**src/rtl/pwm_decoder_pkg.sv**
```systemverilog
`default_nettype none
// ============================================================================
// Module   : pwm_decoder_pkg
// Purpose  : Shared definitions for the PWM receive path: duty-cycle width and
//            full-scale value (common with the PWM generator) plus the
//            decoder state encoding.
// Revision : 1.0  initial release
// ============================================================================
package pwm_decoder_pkg;

    localparam int              PCT_W   = 7;
    localparam logic [PCT_W-1:0] PCT_MAX = 7'd100;

    typedef enum logic [0:0] {
        ACQUIRE = 1'b0,
        MEASURE = 1'b1
    } state_t;

    function automatic int max_int(input int a, input int b);
        return (a > b) ? a : b;
    endfunction

endpackage
`default_nettype wire

```
**src/rtl/pwm_decoder_sync_edge.sv**
```systemverilog
`default_nettype none
// ============================================================================
// Module   : pwm_decoder_sync_edge
// Purpose  : Two-flop synchronizer for the asynchronous PWM pin plus a rising
//            edge detector. level and rise become visible together, three
//            clocks after the pin changes.
// Ports    : clk    in  system clock
//            reset  in  synchronous active-high reset (clears the rise pulse)
//            din    in  asynchronous input
//            level  out synchronized level
//            rise   out one-clk pulse on a synchronized 0->1 transition
// Revision : 1.0  initial release
// ============================================================================
module pwm_decoder_sync_edge (
    input  logic clk,
    input  logic reset,
    input  logic din,
    output logic level,
    output logic rise
);

    // The chain is deliberately not reset: a line held high across reset
    // must not look like a fresh rising edge once reset is released.
    logic [2:0] sync_q;

    always_ff @(posedge clk) begin
        sync_q <= {sync_q[1:0], din};
    end

    always_ff @(posedge clk) begin
        if (reset) begin
            rise <= 1'b0;
        end else begin
            rise <= sync_q[1] & ~sync_q[2];
        end
    end

    assign level = sync_q[2];

endmodule
`default_nettype wire

```
**src/rtl/pwm_decoder.sv**
```systemverilog
`default_nettype none
// ============================================================================
// Module   : pwm_decoder
// Purpose  : Measures an incoming PWM waveform on the one_MHz_enable time base
//            and reports its duty cycle as integer percent 0..100 (floor).
//            A constant line is reported as 0 or 100 after TIMEOUT ticks.
// Config   : PWM_DECODER_PERIOD_CHECK_EN - when defined, a sticky period_err
//            flags any locked period outside PERIOD +/- TOLERANCE; otherwise
//            period_err is tied low.
// Ports    : clk, reset (sync, active high), one_MHz_enable (tick),
//            pwm_in (async), duty_cycle[6:0], valid (pulse), locked,
//            period_err
// Revision : 1.0  initial release
// ============================================================================
module pwm_decoder
    import pwm_decoder_pkg::*;
#(
    parameter int PERIOD         = 1000,
    parameter int ONE_PCT_PERIOD = 10,
    parameter int TIMEOUT        = 2000,
    parameter int TOLERANCE      = 2
) (
    input  logic             clk,
    input  logic             reset,
    input  logic             one_MHz_enable,
    input  logic             pwm_in,
    output logic [PCT_W-1:0] duty_cycle,
    output logic             valid,
    output logic             locked,
    output logic             period_err
);

    // Counter must reach TIMEOUT and also hold an over-long period for the
    // optional period comparison.
    localparam int              CNT_LIMIT = max_int(TIMEOUT, PERIOD + TOLERANCE);
    localparam int              CNT_W     = $clog2(CNT_LIMIT + 1);
    localparam logic [CNT_W-1:0] CNT_MAX   = '1;
    localparam logic [CNT_W-1:0] CNT_ONE   = CNT_W'(1);
    localparam logic [CNT_W-1:0] TO_LAST   = CNT_W'(TIMEOUT - 1);
    localparam logic [CNT_W-1:0] FRAC_LAST = CNT_W'(ONE_PCT_PERIOD - 1);
    localparam logic [PCT_W-1:0] PCT_ONE   = PCT_W'(1);

    logic level;
    logic rise;

    pwm_decoder_sync_edge u_sync (
        .clk   (clk),
        .reset (reset),
        .din   (pwm_in),
        .level (level),
        .rise  (rise)
    );

    state_t           state, state_nxt;
    logic [CNT_W-1:0] period_cnt, period_nxt;
    logic [CNT_W-1:0] frac_cnt, frac_nxt;
    logic [PCT_W-1:0] high_pct, pct_nxt;
    logic             rise_pend;
    logic             rise_evt;
    logic             timeout_hit;
    logic             restart;
    logic             report;
    logic             report_to;

    // A rise seen between ticks is held until the next tick so that edge
    // handling stays on the tick time base.
    assign rise_evt    = (rise | rise_pend) & one_MHz_enable;
    assign timeout_hit = one_MHz_enable & ~rise_evt & (period_cnt == TO_LAST);

    always_ff @(posedge clk) begin
        if (reset) begin
            state <= ACQUIRE;
        end else begin
            state <= state_nxt;
        end
    end

    always_comb begin
        state_nxt = state;
        restart   = 1'b0;
        report    = 1'b0;
        report_to = 1'b0;
        if (rise_evt) begin
            restart   = 1'b1;
            state_nxt = MEASURE;
            report    = (state == MEASURE);
        end else if (timeout_hit) begin
            state_nxt = ACQUIRE;
            report_to = 1'b1;
        end
    end

    // Counter update: a restart clears first, then the same tick counts as
    // the first tick of the new period.
    always_comb begin
        period_nxt = period_cnt;
        frac_nxt   = frac_cnt;
        pct_nxt    = high_pct;
        if (timeout_hit) begin
            period_nxt = '0;
            frac_nxt   = '0;
            pct_nxt    = '0;
        end else if (one_MHz_enable) begin
            if (restart) begin
                period_nxt = '0;
                frac_nxt   = '0;
                pct_nxt    = '0;
            end
            if (period_nxt != CNT_MAX) begin
                period_nxt = period_nxt + CNT_ONE;
            end
            if ((state_nxt == MEASURE) && level) begin
                if (frac_nxt == FRAC_LAST) begin
                    frac_nxt = '0;
                    if (pct_nxt < PCT_MAX) begin
                        pct_nxt = pct_nxt + PCT_ONE;
                    end
                end else begin
                    frac_nxt = frac_nxt + CNT_ONE;
                end
            end
        end
    end

    always_ff @(posedge clk) begin
        if (reset) begin
            period_cnt <= '0;
            frac_cnt   <= '0;
            high_pct   <= '0;
            rise_pend  <= 1'b0;
            duty_cycle <= '0;
            valid      <= 1'b0;
            locked     <= 1'b0;
        end else begin
            period_cnt <= period_nxt;
            frac_cnt   <= frac_nxt;
            high_pct   <= pct_nxt;
            rise_pend  <= (rise_pend | rise) & ~one_MHz_enable;
            valid      <= report | report_to;
            if (report) begin
                duty_cycle <= high_pct;
                locked     <= 1'b1;
            end else if (report_to) begin
                duty_cycle <= level ? PCT_MAX : '0;
                locked     <= 1'b0;
            end
        end
    end

`ifdef PWM_DECODER_PERIOD_CHECK_EN
    logic period_bad;

    assign period_bad = (int'(period_cnt) > PERIOD + TOLERANCE) ||
                        (int'(period_cnt) < PERIOD - TOLERANCE);

    // Only periods bounded by two tracked rises are judged.
    always_ff @(posedge clk) begin
        if (reset) begin
            period_err <= 1'b0;
        end else if (report && locked && period_bad) begin
            period_err <= 1'b1;
        end
    end
`else
    assign period_err = 1'b0;
`endif

endmodule
`default_nettype wire

```
**config.mk**
```make
export PLATFORM = sky130hd
export DESIGN_NAME = pwm_decoder
export DESIGN_NICKNAME = d
export VERILOG_FILES = /design/src/rtl/pwm_decoder_pkg.sv /design/src/rtl/pwm_decoder_sync_edge.sv /design/src/rtl/pwm_decoder.sv
export SDC_FILE = /design/constraint.sdc
export NUM_CORES = 1
export LEC_CHECK = 0
export ABC_AREA = 1
export CAP_MARGIN = 20
export CORE_ASPECT_RATIO = 2
export CORE_MARGIN = 3
export CORE_UTILIZATION = 54
export DETAILED_ROUTE_END_ITERATION = 12
export GPL_ROUTABILITY_DRIVEN = 0
export GPL_TIMING_DRIVEN = 0
export PLACE_DENSITY_LB_ADDON = 0.15
export REMOVE_ABC_BUFFERS = 1
export SYNTH_ARGS = -nofsm -noshare
export SYNTH_HDL_FRONTEND = slang
export SYNTH_SLANG_ARGS = --single-unit
```
**constraint.sdc**
```tcl
create_clock -name clk -period 2.35 [get_ports clk]
set_input_delay 0.5875 -clock clk [delete_from_list [all_inputs] [get_ports clk]]
set_output_delay 0.5875 -clock clk [all_outputs]
set_load 0.02 [all_outputs]
```
==> results of run 1 <==
-- critical path, stage by stage (launching register included) --
cell and delay (ns):
sky130_fd_sc_hd__dfxtp_2 0.36, sky130_fd_sc_hd__o21ai_4 0.24, sky130_fd_sc_hd__buf_12 0.15, sky130_fd_sc_hd__nand2_1 0.08, sky130_fd_sc_hd__inv_1 0.07, sky130_fd_sc_hd__ha_2 0.18
sky130_fd_sc_hd__nand2_2 0.07, sky130_fd_sc_hd__inv_1 0.06, sky130_fd_sc_hd__nand3_1 0.08, sky130_fd_sc_hd__nor3_2 0.22, sky130_fd_sc_hd__nand3_2 0.18, sky130_fd_sc_hd__nand2_4 0.17
sky130_fd_sc_hd__o21ai_1 0.06, sky130_fd_sc_hd__nor3b_2 0.15
-- cell families (layout without fill, tap and decap cells) --
| logic type | count (synthesis) | after routing | share of synthesized area |
|---|---|---|---|
| buf+inv | 53 | 74 | 0.0917 |
| flops | 44 | 44 | 0.334 |
| other cells | 1 | 1 | 0.00142 |
| compound gates | 53 | 53 | 0.113 |
| xor+xnor | 7 | 7 | 0.0233 |
| simple gates | 230 | 230 | 0.418 |
| fa+ha+maj | 4 | 4 | 0.0190 |
-- area by class of cell --
class / instances / area (µm²) / area share
clock inverters: 1 / 30.0 / 0.00978
multi-input cells: 295 / 1540 / 0.503
well taps: 55 / 68.8 / 0.0224
inverters: 37 / 143 / 0.0465
flip-flops and latches: 44 / 882 / 0.287
repair inverters: 1 / 5.00 / 0.00163
repair buffers: 28 / 300 / 0.0978
clock buffers: 7 / 96.3 / 0.0314
-- state kept, by name, indices dropped and copies added, names as in the netlist --
signal / count
period_cnt: 11
duty_cycle: 7
state: 1
locked: 1
valid: 1
frac_cnt: 11
rise_pend: 1
u_sync.sync_q: 3
u_sync.rise: 1
high_pct: 7
-- timing repair --
action | in CTS | in global routing
resized for setup | 11 | 6
setup buffers | 6 | 7
setup endpoints to repair | 38 | 19
pin swaps | 3 | 4
gates cloned | 2 | 1
-- power by group through the flow --
stage	combinational (µW)	sequential [µW]	clock, µW
2_1_floorplan	57.3	779	0
3_5_place_dp	93.5	781	0
4_1_cts	110	764	661
5_1_grt	133	766	688
3_3_place_gp	88.9	781	0
6_report	122	764	651
-- worst max path at each step --
stage                                       from                    endpoint  slack [ns]  cells after the start
after floorplan           u_sync.rise$_SDFF_PP0_  period_cnt[3]$_SDFFE_PP0P_       -0.36                     12
after global placement            one_MHz_enable    frac_cnt[3]$_SDFFE_PP0P_       -2.05                     14
after detailed placement          one_MHz_enable    frac_cnt[3]$_SDFFE_PP0P_       -2.10                     14
after CTS                         one_MHz_enable  period_cnt[3]$_SDFFE_PP0P_        0.04                     14
after global routing      u_sync.rise$_SDFF_PP0_  period_cnt[3]$_SDFFE_PP0P_       0.001                     13
final                     u_sync.rise$_SDFF_PP0_  period_cnt[3]$_SDFFE_PP0P_        0.16                     13
-- cell usage in the layout, fill, tap and decap left out, types with 5 or more instances in the layout --
cell type,n
sky130_fd_sc_hd__a21oi_1,26
sky130_fd_sc_hd__buf_4,13
sky130_fd_sc_hd__nand4_1,7
sky130_fd_sc_hd__nand3_1,27
sky130_fd_sc_hd__nor2_1,45
sky130_fd_sc_hd__nor3_1,7
sky130_fd_sc_hd__nand2_2,7
sky130_fd_sc_hd__clkbuf_8,7
sky130_fd_sc_hd__nand2_1,108
sky130_fd_sc_hd__o21ai_0,8
sky130_fd_sc_hd__nor2_4,6
sky130_fd_sc_hd__clkdlybuf4s50_1,11
sky130_fd_sc_hd__inv_1,34
sky130_fd_sc_hd__o21ai_1,8
sky130_fd_sc_hd__dfxtp_1,43
sky130_fd_sc_hd__nand3_2,6
sky130_fd_sc_hd__xor2_1,5
-- routing by layer --
| metal | global-route usage | up-vias | routed length, µm | part of all wire |
|---|---|---|---|---|
| li1 | - | 1294 | - | - |
| met5 | 0 | - | 0 | 0 |
| met4 | 0.137 | 0 | 238 | 0.035 |
| met3 | 0.0309 | 22 | 217 | 0.032 |
| met2 | 0.433 | 64 | 3700 | 0.55 |
| met1 | 0.245 | 1189 | 2600 | 0.38 |
-- metrics by stage --
stage / std cells / total power [µW] / cell area [µm²] / util
final: 468 / 1540 / 3070 / 0.661
after CTS: 460 / 1540 / 2970 / 0.640
after floorplan: 376 / 837 / 2530 / -
after global routing: 468 / 1590 / 3070 / 0.661
after detailed placement: 444 / 875 / 2750 / 0.592
after global placement: 443 / 870 / 2720 / 0.586
==> results.md, run 1 <==
- The die is 105 µm tall.
- The number of endpoints with negative hold slack in the final report was 0.
- The share of total power dissipated in combinational logic is 0.080.
- The flop-to-flop setup slack is 0.16 ns.
- For this run, the detailed router's first-pass iteration total came to 4.
- The final worst hold slack is roughly 0.34 ns.
- In this run the critical register-to-register path is captured at period_cnt[3]$_SDFFE_PP0P_.
- The DRC violation total after the first TritonRoute iteration is 80.
- The final clock skew is 0.00854 ns.
- The flip-flop and latch count after synthesis is 44.
- In this run the mean area of a mapped cell was ~6.7 µm².
- The clock tree from TritonCTS is built.
- Using the TritonRoute via totals, the vias-per-cell ratio works out to roughly 5.5.
- The number of remaining DRC errors is 0.
- The analysis attributes to cell leakage a power of roughly 0.0012 µW.
- For hold timing, the worst endpoint is u_sync.sync_q[1]$_DFF_P_.
- Of the total power, registers draw 0.497.
- In this run the worst hold path is classified as reg -> reg.
- The run finished with clean final reports.
- The worst setup path is launched from a flip-flop.
- The via count of the first global-routing pass was around 2500.
- Of the cells placed in the final design, the portion with a size suffix greater than 1 is 0.169.
- For this run, the leading register cell type out of synthesis is sky130_fd_sc_hd__dfxtp_1.
- The proportion of power drawn by the clock network is 0.424.
- STA classifies the critical path endpoint as a flip-flop.
- Before CTS, the worst setup slack after placement is -2.10 ns.
- The final clock period utilization by the worst path is 0.933.
- The most common cell in the synthesized netlist is sky130_fd_sc_hd__nand2_1.
- From synthesis to final layout, the design area changed by 16.5%.
- During synthesis, Yosys emitted a total of 0 warnings.
- The initial antenna violation count is 0.
- The power density normalized to cell area is between 500 and 600 nW/µm².
- The switching power total is 362 µW.
- The shortest clock period the worst path allows after layout is 2.19 ns.
- The total overflow left after global routing is 0.
- Summed over all failing endpoints, the final setup total negative slack is 0 ns.
- In the synthesized netlist, the cells that appear most often are sky130_fd_sc_hd__nand2_1 (109), sky130_fd_sc_hd__nor2_1 (47), sky130_fd_sc_hd__dfxtp_1 (44).
- The share of the Yosys chip area taken by registers is 0.334.
- The slew at the pin with the worst max-slew slack is 0.691 ns.
- Data on the critical path is required at its endpoint by around 2.5 ns.
- The startpoint of the most critical register-to-register path is u_sync.rise$_SDFF_PP0_.
- Internal power comes to 1180 µW.
- The critical path start-end classification is reg -> reg.
- Clock-pin slew was measured on the worst setup and hold paths at approximately 0.09 ns.
- In this run the number of H-tree levels came out at 2.
- After filler insertion, the fill cell instance count of the layout stands at roughly 440.
- The wire length of the first global-routing pass is around 11000 µm.
- The maximum clock frequency is between 0.4 and 0.5 GHz.
- The floorplan has 35 rows.
- Of all nets on the critical path, the largest fanout is 8.
- Entering global routing, the biggest net connects 23 pins.
- Counting flops with an async set or reset pin after synthesis yields a share of 0.
- The number of violations of the max-capacitance limit is 0.
- The synthesized netlist cell count is approximately 390.
- The arrival time of the worst setup path is 2.36 ns.
- In this run, synthesis inferred 0 flip-flops with an integrated enable.
- The count of cells along the worst register-to-register path is 13.
- The fraction of synthesized cell area taken by the top area cell type is 0.334.
- The worst voltage drop across the vdd grid is a little over 0.4 mV.
- The largest total area in the synthesized netlist belongs to sky130_fd_sc_hd__dfxtp_1.
- The overall via count from detail_route is 2569.
- In the final design database the tool counted 420 nets.
- The switching power as a share of total power is 0.236.
- In this run, post-CTS hold repair placed 0 buffers.
- The netlist area before placement is 2630 µm².
- Buffers placed on the I/O ports in this run total 12.
- The initial utilization of the core area, before any placement, comes to 0.567.
- The core region is roughly 4600 µm².
- The largest buffer count on any clock path is 2.
- 14 I/O pins were placed.
- The number of max-slew violations in the final report came to 0.
- The die footprint is around 5800 µm².
- Setup repair after global routing could not meet its margin everywhere.
- The repair_antennas step left the layout with diodes totalling 0.
- The total half-perimeter wirelength after legalization and detailed placement is 4410 µm.
- Buffers inserted during clock tree synthesis total 5.
- The number of cells on the worst hold path is 0.
- For this design, the sink count on the clock tree is 44.
- The root buffer cell chosen for the clock tree is sky130_fd_sc_hd__clkbuf_8.
- The width of the die is between 50 and 60 µm.
- Setup slack closes at roughly 0.16 ns.
- Setup violations remaining at the end of the flow were counted as 0.
- In the global route stage, overall resource usage came out at 0.235.
- The worst hold path begins at u_sync.sync_q[0]$_DFF_P_.
- Ranked by total cell area, the synthesized netlist is headed by sky130_fd_sc_hd__dfxtp_1 (33%), sky130_fd_sc_hd__nand2_1 (16%), sky130_fd_sc_hd__nor2_1 (6.7%).
- The remaining max-slew budget at the tightest pin is 0.539.
- The number of nets still failing antenna checks after routing is 0.
- In this run, distinct cell masters in the synthesized netlist total 37.
- The wire length per cell is 14.4 µm.
- For the worst-skew pair, the clock arrives at the later sink with an insertion delay of approximately 0.30 ns.
- The routed wire length is 6760 µm.
(Power assumes the default switching activity.)
==> inputs of run 2 (changes only) <==
Settings changed: ABC_AREA 1 to unset, CORE_MARGIN 3 to unset, CORE_UTILIZATION 54 to 53, SLEW_MARGIN set to 15.
==> run 2 against run 1 <==
  * Count of clock-buffer cells in the layout is 1 lower
  * Sequential share of layout area is 5.5 points higher
  * Critical endpoint is now frac_cnt[6]$_SDFFE_PP0P_
  * Clock skew is 0.0037 ns lower
  * Power is 15% lower
  * Highest routed layer unchanged
  * Die area is 21% lower
  * Largest power group unchanged
  * Setup slack worse by 0.056 ns
  * Via count is 16% lower
  * Wire length is 9.0% lower
  * Maximum frequency is 2.5% lower
  * Sequential power hardly changed
==> results.md, run 2 <==
- CTS placed an instance of sky130_fd_sc_hd__clkbuf_8 at the clock tree root.
- The top cell types in the final layout, fill and taps aside, are sky130_fd_sc_hd__dfxtp_1 (42), sky130_fd_sc_hd__nand2_1 (34), sky130_fd_sc_hd__nor2_1 (26).
- The total global-route track usage is 0.290.
- The via count of the first global-routing pass was approximately 2200.
- STA puts the critical path data required time at about 2.6 ns.
- For the worst-skew pair, the clock arrives at the later sink with an insertion delay of 0.30 ns.
- Excluding fillers, the count of instances in the completed layout stands at roughly 340.
- The die covers between 4000 and 5000 µm².
- In the final layout, flip-flops and latches occupy 883 µm².
- The wire-length estimate of the detail-placed layout is approximately 4200 µm.
- After detailed placement, the design holds a cell count of 324.
- The critical path contains buffers and inverters numbering 0 combined.
- Along the worst path, the maximum fanout reaches 6.
- Counting flops with a built-in enable in the synthesized netlist gives 0.
- Counting flops and latches in the post-synthesis netlist gives 44.
- For this design the static power due to leakage is roughly 0.00081 µW.
- The detailed router finished its first iteration with slightly below 90 violations.
- The number of remaining DRC errors is 0.
- Of all flip-flops after synthesis, the portion carrying an async set or reset was 0.
- The maximum clock frequency is ~0.44 GHz.
- The tree built by TritonCTS fans out to 44 sinks.
- A synthesized cell averages 8.33 µm².
- The final clock skew is ~0.0048 ns.
- The count of cells along the worst register-to-register path is 7.
- The startpoint of the most critical register-to-register path is u_sync.rise$_SDFF_PP0_.
- The run finished with clean final reports.
- The number of violations of the max-capacitance limit is 0.
- The pin count of the biggest net entering global routing is 21.
- The cell family contributing the most delay on the critical path is simple AND/OR/NAND/NOR gates.
- By instance count, the leading cell after synthesis is sky130_fd_sc_hd__dfxtp_1.
- The initial antenna violation count is 0.
- 14 I/O pins were placed.
- In the synthesized netlist, the number of instances is between 200 and 300.
- The layout overhead on the synthesized area is 13.5%.
- The maximum single-stage delay on the critical path is between 0.5 and 0.6 ns.
- The distinct cell type count of the synthesized netlist is 54.
- The logic gate share of total power is 0.071.
- The cell at the slowest stage of the critical path is sky130_fd_sc_hd__or4_4.
- The dominant cell type by area after synthesis is sky130_fd_sc_hd__dfxtp_1.
- Of the total power, the share spent switching nets is 0.244.
- The initial standard-cell utilization of the core is 0.556.
- For this run, the register share of the synthesized area comes to 0.387.
- The share of total power dissipated in the clock network is 0.344.
- In the finished design, the share of the clock period the worst path needs comes to 0.957.
- In this run the cell area of the synthesized design comes to between 2000 and 2500 µm².
- The area of combinational cells with multiple inputs is about 1300 µm².
- The cell area after layout is ~2600 µm².
- The number of clock buffers added by TritonCTS is 5.
- The routed wire length is between 6000 and 7000 µm.
- Traced cell by cell, the critical path runs through o21ai_4, and2_1, ha_1, nand4_1, or4_4, a21o_1, o22ai_1.
- The die is approximately 48 µm wide.
- The worst-case IR drop observed on VDD is 0.407 mV.
- Dividing the detail-routed via count by the number of cells gives 6.35.
- The number of endpoints with negative hold slack in the final report was 0.
- Yosys attributes the largest share of cell area to sky130_fd_sc_hd__dfxtp_1 (39%), sky130_fd_sc_hd__nand2_1 (5.6%), sky130_fd_sc_hd__a21oi_1 (4.6%).
- The clock transition time at the flip-flop clock pins of the worst setup and hold paths is 0.08 ns.
- Setup violations remaining at the end of the flow were counted as 0.
- For this run, the number of Yosys warnings is 0.
- The total iterations of the first detailed-routing run is 4.
- Of the total power, registers draw 0.585.
- The worst setup path is of the reg -> reg kind.
- The number of nets still failing antenna checks after routing is 0.
- The layout has 345 filler cells.
- Of the post-synthesis cell area, the dominant cell type holds 0.387.
- The reg-to-reg endpoint is frac_cnt[6]$_SDFFE_PP0P_.
- The dominant register cell in the synthesized netlist is sky130_fd_sc_hd__dfxtp_1.
- For this block, the via count after detailed routing is ~2200.
- TritonCTS built the clock tree.
- After global routing the overflow that remains totals 0.
- The worst setup path is launched from a flip-flop.
- After routing, the total negative slack on setup checks comes to 0 ns.
- The first global-routing pass estimated between 10000 and 15000 µm of wire.
- In this run the power density over the cells is about 510 nW/µm².
- The post-route core utilization is 0.631.
- Sorting the synthesized cells by how often they occur yields sky130_fd_sc_hd__dfxtp_1 (44), sky130_fd_sc_hd__nand2_1 (34), sky130_fd_sc_hd__nor2_1 (27).
- 0 antenna diodes ended up in the layout.
- The arrival time of the worst setup path is approximately 2.5 ns.
- The number of max-slew violations in the final report is 0.
- The routed design could run at a clock period as short as 2.25 ns.
- The internal portion of the total power is 989 µW.
- Buffers placed on the I/O ports in this run total 12.
- The deepest level of the CTS H-tree is 2.
- The core region is between 4000 and 5000 µm².
- The wire length per cell is roughly 18 µm.
- The startpoint identified for the worst hold timing path is u_sync.sync_q[0]$_DFF_P_.
- The die height is about 95 µm.
- The slew at the pin with the worst max-slew slack is between 0.6 and 0.7 ns.
- Summing all placed instances gives a cell area of ~2400 µm².
- The most common library cell in the layout ignoring fill and taps is sky130_fd_sc_hd__dfxtp_1.
- The final worst hold slack is 0.329 ns.
- The kind of path behind the tightest hold check is reg -> reg.
- The remaining max-slew budget at the tightest pin is 0.564.
- The largest registers in the layout are frac_cnt x11, period_cnt x11.
- At the end of the flow, the number of nets in the layout was just under 300.
- The largest buffer count on any clock path is 2.
- The worst-case hold path end point is u_sync.sync_q[1]$_DFF_P_.
- In this run the core area contains 33 standard-cell rows.
- The worst hold path passes through 0 cells.
- The proportion of layout cells with a drive suffix above 1 is 0.125.
- The flop-to-flop setup slack is between 0.1 and 0.15 ns.
- The analysis attributes to net switching a power of about 320 µW.
- In this run, post-CTS hold repair placed 0 buffers.
- Setup repair after global routing left no endpoint under its margin.
- STA classifies the critical path endpoint as a flip-flop.
[run 2: cell count changes after synthesis, sizes merged, moves of 4 or more]
cell / change
a21oi: -7
nor4: +8
a41oi: +4
nor2: -27
xnor2: +6
nand2: -85
inv: -31
o21ai: -11
and2: +9
nand3: -17
nor3: -4
nor4b: +4
buf: -5
[run 2: through the flow]
| step | setup slack, ns | total power [µW] |
|---|---|---|
| after global routing | 0.00163 | 1360 |
| after global placement | -1.52 | 863 |
| after detailed placement | -1.55 | 864 |
| after floorplan | -0.0327 | 830 |
| final | 0.100 | 1310 |
| after CTS | 0.0344 | 1320 |
[run 2: area by class of cell]
cell class                      count  share of cell area
Multi-Input combinational cell    211               0.520
Tap cell                           52              0.0252
Inverter                            6             0.00873
Clock inverter                      1             0.00194
Timing Repair Buffer               21              0.0732
Clock buffer                        6              0.0281
Sequential cell                    44               0.342
[run 2: logic make-up after synthesis]
| kind of cell | share of synthesized area |
|---|---|
| DFF | 0.387 |
| adders and majority gates | 0.0220 |
| other | 0.00165 |
| muxes | 0.0143 |
| buffers and inverters | 0.0435 |
| AOI/OAI and AO/OA | 0.165 |
| xor gates and xnor gates | 0.0385 |
| and+or+nand+nor | 0.327 |
[run 2: worst max-delay path by stage]
stage / start / endpoint / slack (ns) / depth (start not counted)
after floorplan: u_sync.rise$_SDFF_PP0_ / frac_cnt[3]$_SDFFE_PP0P_ / -0.03 / 9
after global placement: one_MHz_enable / high_pct[6]$_SDFFE_PP0P_ / -1.52 / 10
after detailed placement: one_MHz_enable / high_pct[6]$_SDFFE_PP0P_ / -1.55 / 10
after CTS: rise_pend$_SDFF_PP0_ / frac_cnt[5]$_SDFFE_PP0P_ / 0.03 / 9
after global routing: u_sync.rise$_SDFF_PP0_ / high_pct[1]$_SDFFE_PP0P_ / 0.002 / 8
final: u_sync.rise$_SDFF_PP0_ / frac_cnt[6]$_SDFFE_PP0P_ / 0.10 / 7
[run 2: power groups by stage]
stage	sequential (µW)	clock (µW)	combinational (µW)
floorplan	779	0	50.6
global placement	780	0	82.7
detailed placement	780	0	83.7
CTS	764	463	89.6
global route	766	491	101
finish	764	450	92.9
[run 2: metal layers]
metal  GRT usage  vias to the layer above  share of wire  routed length (µm)
li1            -                     1031              -                   -
met1       0.262                     1016           0.34                2110
met2       0.560                       87           0.56                3420
met3      0.0499                       32          0.043                 264
met4       0.221                        0          0.059                 361
met5           0                        -              0                   0
[run 2: repair_timing]
item	CTS	global route
pin swaps	2	5
setup endpoints to repair	40	21
cloned	1	0
gates resized for setup	11	8
buffers inserted	7	2
==> RTL change: new RTL, settings of run 2 <==
Build with the macro `PWM_DECODER_PERIOD_CHECK_EN` defined.
--- a/src/rtl/pwm_decoder.sv
+++ b/src/rtl/pwm_decoder.sv
@@ -13,4 +13,6 @@
 // Revision : 1.0  initial release
 // ============================================================================
+`define PWM_DECODER_PERIOD_CHECK_EN
+
 module pwm_decoder
     import pwm_decoder_pkg::*;
Check against the original RTL: not equivalent (a bounded check fails within 10 cycles, from zero or initial values and one cycle with reset high).
==> RTL change against run 2 <==
Sequential cell count up 1; cell count up 6.7%; critical path depth up 3; wire length down 0.67%; clock skew up 0.0027 ns; area after synthesis up 1.8%; design area up 9.9%; sequential share of layout area down 2.2 points; synthesized cell count up 4.0%; first-iteration DRC count down 28%; setup slack worse by 0.082 ns; via count up 8.0%; total power up 7.0%; combinational power up 15%; critical endpoint is now high_pct[5]; highest routed layer unchanged.
==> RTL change: results (changes against run 2) <==
- Outcome: finished, final reports clean
- Yosys cell types: 51 (-5.6%)
- Worst Setup EP: high_pct[5]
- P_leak: 0.9584 nW (+19%)
- Fin Clk Skew: 0.007490 ns (+0.002700 ns)
- Vias in the first global route: 2082 (-5.4%)
- Via/cell ratio: 6.429 (+1.2%)
- Critical path's top delay family: compound AO/OA/AOI/OAI gates
- Total GRT Usage: 0.2603 (-0.02966)
- Sw Share: 0.2465 (+0.002812)
- CP max FO: 8 (+2)
- Reg2reg setup slack: 0.02 ns (-0.08 ns)
- Clk sinks: 45 (+2.3%)
- Max VDD drop: 0.3970 mV (-2.4%)
- Layout cells sized above 1: 0.1731 (+0.04851)
- Seq/Total Area, Yosys: 0.3892 (+0.001737)
- Seq/total area: 0.3204 (-0.02200)
- First-pass GRT wire length: 9356 um (-6.9%)
- WP data arrival: 2.53 ns (+0.05 ns)
- Post-DP HPWL: 3999 um (-5.0%)
- Worst hold slack: 0.3332 ns (+0.003731 ns)
- Tmin final: 2.332 ns (+0.08226 ns)
- Multi-input logic area: 0.001436 mm2 (+7.0%)
- Comb_multi_in: 219 (+3.8%)
- Commonest cells post-synth: dfxtp_1 (45), nand2_1 (35), nor2_1 (27)
- Worst slack at placement: -1.395 ns (+0.1590 ns)
[RTL change: cell types whose count changed after synthesis, sizes merged, moves of 3 or more]
cell,run 2,this run
clkbuf,5,11
buf,8,3
or3,2,7
or4,2,7
a21oi,21,17
nand3,17,21
nor3,6,10
o41ai,0,4
nand4,10,7
o21ai,7,10
[RTL change: what timing repair did]
item | 4_1_cts | 5_1_grt
endpoints found under the setup margin | 40 | 20
resized for setup | 20 | 15
pin swaps | 2 | 10
buffers inserted | 1 | 16
[RTL change: power groups by stage]
stage / Clock, mW / Sequential [mW] / Combinational, mW
final: 0.512 / 0.779 / 0.107
after global routing: 0.542 / 0.781 / 0.116
after CTS: 0.520 / 0.780 / 0.0840
after detailed placement: 0 / 0.798 / 0.0789
after global placement: 0 / 0.797 / 0.0731
after floorplan: 0 / 0.796 / 0.0437
[RTL change: cell families (layout without fill, tap and decap cells)]
group | count (synthesis) | in the layout | share of synthesized area
multiplexers | 2 | 2 | 0.008649
flip-flops | 45 | 45 | 0.3892
AO/OA/AOI/OAI | 60 | 60 | 0.1805
adder cells (fa/ha/maj) | 4 | 4 | 0.02162
AND/OR/NAND/NOR | 146 | 146 | 0.3368
buffers and inverters | 20 | 48 | 0.03676
XOR/XNOR | 7 | 7 | 0.02649
[RTL change: metal layers]
metal  track usage  vias to the layer above  part of all wire
met5             0                        -                 0
li1              -                     1110                 -
met4        0.1789                        0             0.029
met1        0.2763                     1132              0.40
met3       0.03349                       17             0.031
met2        0.4699                       81              0.54
[RTL change: metrics by stage]
step	cell area, um2	utilization	instances	power [mW]
2_1_floorplan	2252	-	270	0.8394
3_3_place_gp	2447	0.5927	335	0.8699
3_5_place_dp	2482	0.6012	338	0.8764
4_1_cts	2634	0.6379	347	1.384
5_1_grt	2835	0.6867	364	1.439
6_report	2835	0.6867	364	1.398
